`src/rtl/digit_demux_reg.sv`:
```
// ---------------------------------------------------------------------------
// digit_demux_reg
//
// Collects a serial stream of WIDTH-bit digits into a frame of DIGITS slots
// and publishes the completed frame on a parallel output register.
//
// Digits are gathered in a shadow register while the block is in FILL.
// Accepting the last slot moves the block to a single COMMIT cycle. During
// COMMIT, in_ready is low and frame_done is high. On the edge that ends
// COMMIT, the shadow contents are copied to out_digits and out_valid is set.
// This gives a latency of two rising edges from the last accepted digit to
// out_valid. The maximum rate is one frame every DIGITS+1 cycles.
//
// Parameters
//   DIGITS      number of digit slots per frame
//   WIDTH       bits per digit
//
// Ports
//   clk         single clock; every state update happens on its rising edge
//   reset       asynchronous, active-high reset
//   in_valid    a digit is offered on in_data
//   in_data     offered digit
//   in_ready    the digit is accepted this cycle (FILL, no flush, no reset)
//   flush       synchronous discard of a partial frame (ignored in COMMIT)
//   out_ack     consumer has taken the committed frame
//   out_digits  committed frame; the first digit of a frame sits in the MSBs
//   out_valid   out_digits holds a frame that is not yet acknowledged
//   frame_done  one-cycle pulse, high during the COMMIT cycle
//   overrun     sticky flag: a commit replaced an unacknowledged frame
//   clear_err   synchronous clear of overrun (a simultaneous set wins)
// ---------------------------------------------------------------------------
module digit_demux_reg #(
  parameter int DIGITS = 4,
  parameter int WIDTH  = 4
) (
  input  logic                    clk,
  input  logic                    reset,
  input  logic                    in_valid,
  input  logic [WIDTH-1:0]        in_data,
  output logic                    in_ready,
  input  logic                    flush,
  input  logic                    out_ack,
  output logic [DIGITS*WIDTH-1:0] out_digits,
  output logic                    out_valid,
  output logic                    frame_done,
  output logic                    overrun,
  input  logic                    clear_err
);

  // The counter needs at least one bit, even for a single-slot frame.
  localparam int CW = (DIGITS > 1) ? $clog2(DIGITS) : 1;
  localparam logic [CW-1:0] LAST_SLOT = CW'(DIGITS - 1);

  typedef enum logic {
    FILL   = 1'b0,
    COMMIT = 1'b1
  } state_t;

  state_t                    state_reg, state_next;
  logic [CW-1:0]             cnt_reg, cnt_next;
  logic [WIDTH-1:0]          shadow_reg  [DIGITS];
  logic [WIDTH-1:0]          shadow_next [DIGITS];
  logic [DIGITS*WIDTH-1:0]   shadow_flat;
  logic [DIGITS*WIDTH-1:0]   out_digits_reg, out_digits_next;
  logic                      out_valid_reg, out_valid_next;
  logic                      overrun_reg, overrun_next;
  logic                      accept;

  // in_ready is also gated by reset. The asynchronous reset already forces
  // FILL, and without this gate in_ready would read 1 while reset is held.
  assign in_ready = (state_reg == FILL) && !flush && !reset;
  assign accept   = in_valid && in_ready;

  // Slot 0 holds the first digit of a frame and maps to the most significant
  // digit of the output word.
  generate
    for (genvar gi = 0; gi < DIGITS; gi++) begin : g_pack
      assign shadow_flat[(DIGITS-1-gi)*WIDTH +: WIDTH] = shadow_reg[gi];
    end
  endgenerate

  // Next-state logic and next values for the datapath.
  always_comb begin
    state_next      = state_reg;
    cnt_next        = cnt_reg;
    out_digits_next = out_digits_reg;
    out_valid_next  = out_valid_reg;
    overrun_next    = overrun_reg;
    for (int i = 0; i < DIGITS; i++) begin
      shadow_next[i] = shadow_reg[i];
    end

    // An acknowledge with out_valid low just rewrites 0, so it has no effect.
    if (out_ack) begin
      out_valid_next = 1'b0;
    end
    if (clear_err) begin
      overrun_next = 1'b0;
    end

    case (state_reg)
      FILL: begin
        if (flush) begin
          // Drop the partial frame. in_ready is low, so the digit offered
          // in this cycle is not accepted either.
          cnt_next = '0;
          for (int i = 0; i < DIGITS; i++) begin
            shadow_next[i] = '0;
          end
        end else if (accept) begin
          shadow_next[cnt_reg] = in_data;
          if (cnt_reg == LAST_SLOT) begin
            cnt_next   = '0;
            state_next = COMMIT;
          end else begin
            cnt_next = cnt_reg + CW'(1);
          end
        end
      end

      COMMIT: begin
        // flush is ignored here. Setting out_valid and overrun takes
        // priority over a simultaneous ack or clear.
        state_next      = FILL;
        out_digits_next = shadow_flat;
        out_valid_next  = 1'b1;
        if (out_valid_reg && !out_ack) begin
          overrun_next = 1'b1;
        end
      end

      default: begin
        state_next = FILL;
      end
    endcase
  end

  always_ff @(posedge clk or posedge reset) begin
    if (reset) begin
      state_reg      <= FILL;
      cnt_reg        <= '0;
      out_digits_reg <= '0;
      out_valid_reg  <= 1'b0;
      overrun_reg    <= 1'b0;
    end else begin
      state_reg      <= state_next;
      cnt_reg        <= cnt_next;
      out_digits_reg <= out_digits_next;
      out_valid_reg  <= out_valid_next;
      overrun_reg    <= overrun_next;
    end
  end

  generate
    for (genvar gi = 0; gi < DIGITS; gi++) begin : g_shadow
      always_ff @(posedge clk or posedge reset) begin
        if (reset) begin
          shadow_reg[gi] <= '0;
        end else begin
          shadow_reg[gi] <= shadow_next[gi];
        end
      end
    end
  endgenerate

  assign out_digits = out_digits_reg;
  assign out_valid  = out_valid_reg;
  assign overrun    = overrun_reg;
  // frame_done is decoded from the state, so it is low during reset.
  assign frame_done = (state_reg == COMMIT);

endmodule

```
`config.mk`:
```
export PLATFORM = sky130hd
export DESIGN_NAME = digit_demux_reg
export DESIGN_NICKNAME = d
export VERILOG_FILES = /design/src/rtl/digit_demux_reg.sv
export SDC_FILE = /design/constraint.sdc
export NUM_CORES = 1
export LEC_CHECK = 0
export CAP_MARGIN = 20
export CORE_ASPECT_RATIO = 1.25
export CORE_MARGIN = 2
export CORE_UTILIZATION = 30
export CTS_BUF_LIST = sky130_fd_sc_hd__clkbuf_16
export DETAILED_ROUTE_END_ITERATION = 8
export DONT_BUFFER_PORTS = 1
export GPL_TIMING_DRIVEN = 0
export HOLD_SLACK_MARGIN = 0.03
export PLACE_DENSITY = 0.42
export SLEW_MARGIN = 20
export SYNTH_ARGS = -nofsm -noshare
export SYNTH_HDL_FRONTEND = slang
export SYNTH_SLANG_ARGS = --single-unit
```
`constraint.sdc`:
```
create_clock -name clk -period 2.9 [get_ports clk]
set_input_delay 0.87 -clock clk [delete_from_list [all_inputs] [get_ports clk]]
set_output_delay 0.87 -clock clk [all_outputs]
set_load 0.005 [all_outputs]
```
# ---- Yosys cells after proc, flatten, opt, wreduce, memory -nomap -nowiden
# Index checks and enable logic that the tools add are counted.
dict set report word_totals {
  regBits 37
  out_inout_bits 20
}
dict set report op_classes {
  add_sub_neg 1
  order_cmp 2
  eq_ne 1
  muxes 17
  bitwise 2
  reduce_logical 11
}
# operator count
set ops {}
lappend ops {{$mux W16} 2}
lappend ops {{$bwmux W16} 1}
lappend ops {{$demux W4 S2} 1}
lappend ops {{$mux W1} 8}
lappend ops {{$mux W2} 3}
lappend ops {{$logic_and A1 B1 Y1} 5}
lappend ops {{$mux W4} 1}
lappend ops {{$reduce_bool A2 Y1} 2}
lappend ops {{$ge A3 B3 Y1 const B} 1}
lappend ops {{$logic_not A1 Y1} 3}
lappend ops {{$lt A3 B1 Y1 const B} 1}
lappend ops {{$not A2 Y3} 1}
lappend ops {{$add A2 B1 Y2 const B} 1}
lappend ops {{$eq A2 B2 Y1 const B} 1}
lappend ops {{$pmux W1 S2} 1}
lappend ops {{$reduce_and A2 Y1} 1}
lappend ops {{$not A1 Y1} 1}

# ---- Depth between registers and ports, before layout
dict set report depth {
  word_depth 8
  mapped_depth 6
  mapped_depth_nobuf 5
}

# ---- Least setup slack after synthesis
# No wires, ideal clock.
dict set report synth_path {
  path_kind {in2out}
  startpoint {input flush}
  endpoint {output in_ready}
  t_arrival_ns 1.187
  required_time_ns 2.030
  path_slack_ns 0.843
  stages 2
  n_path_buf 1
  path_cell_list {buf_2 > nor3_1}
}
dict set report synth_between {
  elab_chain_cells 3
}
# element line_no
set synth_rtl {}
lappend synth_rtl {{start: declaration} 41} ;# input logic flush,
lappend synth_rtl {{$logic_not A1 Y1} 71} ;# assign in_ready = (state_reg == FILL) && !flush && !reset;
lappend synth_rtl {{$logic_and A1 B1 Y1 (2 in series)} 71}
lappend synth_rtl {{end: declaration} 40} ;# output logic in_ready,
# Every way passes these cells.

# ---- Final worst setup path
dict set report layout_path {
  startpoint {register state_reg (netlist: frame_done)}
  endpoint {output in_ready}
}
dict set report layout_between {
  elab_chain_cells 3
}
# element line_no
set layout_rtl {}
lappend layout_rtl {{start: declaration} 59} ;# state_t state_reg, state_next;
lappend layout_rtl {{start signal: assignment} 146} ;# state_reg <= state_next;
lappend layout_rtl {{$not A1 Y1 (no line)} --}
lappend layout_rtl {{$logic_and A1 B1 Y1 (2 in series)} 71}
# Every way passes these cells.

==> run_results.csv <==
group,metric,value,unit
global_route,grt_pass1_vias,1009,
cts,cts_max_level,2,
cts,cts_setup_buffers,0,
layout,seq_area,926,sq um
pwr,irDropWorstVdd,242,uV
synth,synth-seq-cells,37,
cts,cts_hold_buf,0,
sta,skew,0.00373,ns
place,place.gp.congestion,0.699,
place,io_buffers,0,
route,wl_per_cell,16.0,microns
route,dr.pass1.iters,3,
layout,finalNetCount,140,
global_route,antenna_found_initial,0,
floorplan,ios,30,
global_route,grt_usage,11.9,%
synth,postSynthCellCount,118,
setup_path,end_kind,"output pin",
setup_path,worst_path_largest_cell_delay,0.42,ns
cts,cts_tree,"done",
synth,yosys.area_share.simple,9.81,%
setup_path,cp-start-kind,"flop",
floorplan,core_area,5040,sq um
global_route,grt.overflow.total,0,
pwr,switchingPower,0.000217,W
hold_path,hold_class,"primary input to async pin",
synth,synth_top_family_by_area,"multiplexers",
cts,insertion_delay,0.27,ns
pwr,total_power,0.00107,W
sta,fmax,445,MHz
synth,synth_mux_area_share,12.0,%
route,drtIter0Drc,27,
pwr,power.share.switching,20.3,%
sta,min_period,2.25,ns
layout,mostFrequentLayoutCells,"37 x dfrtp_1, 13 x mux2_2, 12 x a22o_1",
setup_path,reg2reg_from,"cnt_reg[1]$_DFFE_PP0P_",
place,dpl.hpwl,2170,microns
setup_path,worst-setup-path-type,"flop to output pin",
cts,cts_made_buffers,5,
route,drcViolationCount,0,
synth,synth-xor-area-share,0,%
cts,cts_buffer_depth,2,
floorplan,initial_core_util,30.9,%
pwr,clkPwrFrac,46.0,%
layout,areaGrowthSynthToFinish,15.3,%
synth,yosysSeqAreaShare,59.5,%
setup_path,cp_cell_sequence,"buf_6 -> clkbuf_1 -> nor3_1",
route,drtAntennaViolNets,0,
synth,synth_compound_area_share,11.3,%
floorplan,die_h,84.5,microns
cts,cts-resized-gates,0,
layout,drive_gt1_share,23.0,%
synth,yosys_warnings,0,
route,drt_wl_total,3010,microns
sta,worst_slew_pin_slew,0.444,ns
cts,cts-root-buf,"clkbuf_16",
floorplan,std_cell_rows,29,
setup_path,crit_fanout,10,
cts,clkTransAtPathRegs,0.05,ns
sta,rsz0062_at_grt,"false",
setup_path,crit_arrival,1.38,ns
floorplan,dieArea,5780,sq um
pwr,power_density,594,nW/um^2
synth,syn_avg_cell_area,13.2,sq um
floorplan,die_x,68.4,microns
synth,synthesis.nets,132,
route,viasPerCell,4.82,
route,vias,907,
outcome,outcome,"complete, no violations",
pwr,power_frac_seq,49.5,%
cts,clock_sinks,37,
sta,setup_viol,0,
global_route,grt_first_pass_wirelength,5070,microns
run,cap_violations,0,
layout,layout_commonest_cell,"dfrtp_1",
setup_path,crit_required,2.03,ns
sta,relSlewSlack,70.3,%
synth,synthesis.area,1560,sq um
global_route,grt_max_degree,20,
setup_path,critPathLaunch,"frame_done$_DFF_PP0_",
layout,fillers,520,
synth,synthAdderAreaFrac,3.22,%
synth,synth_cell_type_count,25,
sta,period_share,77.5,%
sta,slew_viol_final,0,
pwr,p_leak,0.858,nW
pwr,internal_power,0.000850,W
pwr,comb_power_share,4.6,%
layout,antenna_cells,0,
setup_path,crit_slowest_cell,"dfrtp_1",
layout,multi_input_area,564,sq um
sta,tns,0,ns
sta,hold_viol,0,
[layer usage]
metal  share of wire (%)  global-route usage [%]
met1                  45                    15.0
met4                 1.7                    4.91
met2                  49                    17.9
met3                 5.1                    4.96
met5                   0                       0
[per-stage QoR]
step	util, %	hold WS [ns]	worst slack, ns	cells	cell area [sq um]
after floorplan	-	0.460	0.843	118	1560
after CTS	35.6	0.496	0.618	188	1790
after global routing	35.6	0.515	0.556	188	1790
after global placement	32.4	0.487	0.781	180	1630
after detailed placement	32.9	0.492	0.783	181	1660
final	35.6	0.486	0.653	188	1790
[logic make-up (layout without fill, tap and decap cells)]
kind of cell               count (synthesis)  in the layout
DFF                                       37             37
AOI/OAI and AO/OA                         24             24
and+or+nand+nor                           22             22
muxes                                     17             17
buffers and inverters                     14             22
adders and majority gates                  4              4
[Yosys cell counts]
| cell | instances | area share [%] |
|---|---|---|
| buf_4 | 1 | 0.48 |
| nor3_1 | 1 | 0.32 |
| a32o_1 | 1 | 0.64 |
| clkbuf_1 | 1 | 0.24 |
| nor2b_1 | 7 | 2.8 |
| a21o_1 | 1 | 0.48 |
| and4bb_2 | 1 | 0.80 |
| inv_1 | 9 | 2.2 |
| and4bb_4 | 2 | 2.1 |
| o21ai_1 | 4 | 1.3 |
| nor2_1 | 1 | 0.24 |
| nand2b_1 | 1 | 0.40 |
| nor2_2 | 2 | 0.80 |
| a22o_1 | 12 | 6.8 |
| ha_1 | 4 | 3.2 |
| o21ai_0 | 5 | 1.6 |
| o21bai_1 | 1 | 0.48 |
| mux2i_1 | 4 | 2.6 |
| mux2_2 | 13 | 9.4 |
| nor4bb_1 | 1 | 0.64 |
| nand2_1 | 5 | 1.2 |
| buf_2 | 2 | 0.64 |
| dfrtp_1 | 37 | 59 |
| nor3b_1 | 1 | 0.48 |
| buf_6 | 1 | 0.72 |
[layout make-up]
| cell class | instances | share of cell area (%) |
|---|---|---|
| repair buffers | 1 | 1.53 |
| multi-input cells | 67 | 31.5 |
| well taps | 62 | 4.32 |
| clock inverters | 2 | 0.418 |
| clock buffers | 5 | 6.97 |
| plain buffers | 5 | 1.81 |
| inverters | 9 | 1.88 |
| flip-flops and latches | 37 | 51.6 |
[worst max-delay path: cells and delay by family, from the launching register on]
family / cells / cell delay [ns]
buffers and inverters: 2 / 0.38
AND/OR/NAND/NOR: 1 / 0.30
flip-flops: 1 / 0.42
[power by group through the flow]
| stage | Sequential, W | Combinational [W] | Clock (W) |
|---|---|---|---|
| 2_1_floorplan | 0.000535 | 0.0000355 | 0 |
| 3_3_place_gp | 0.000536 | 0.0000448 | 0 |
| 3_5_place_dp | 0.000536 | 0.0000505 | 0 |
| 4_1_cts | 0.000527 | 0.0000506 | 0.000508 |
| 5_1_grt | 0.000528 | 0.0000551 | 0.000535 |
| 6_report | 0.000527 | 0.0000487 | 0.000490 |
[final timing paths]
path                       slack (ns)  cells after the start                           to
max                              0.65                      3                     in_ready
min                              0.49                      1  shadow_flat[10]$_DFFE_PP0P_
max reg2reg                      1.49                      6  shadow_flat[12]$_DFFE_PP0P_
min reg2reg                      0.50                      1   shadow_flat[2]$_DFFE_PP0P_
max in group asynchronous        1.97                      2   shadow_flat[0]$_DFFE_PP0P_
min in group clk                 0.50                      1   shadow_flat[2]$_DFFE_PP0P_
No activity file was read; power rests on OpenSTA's default activity.
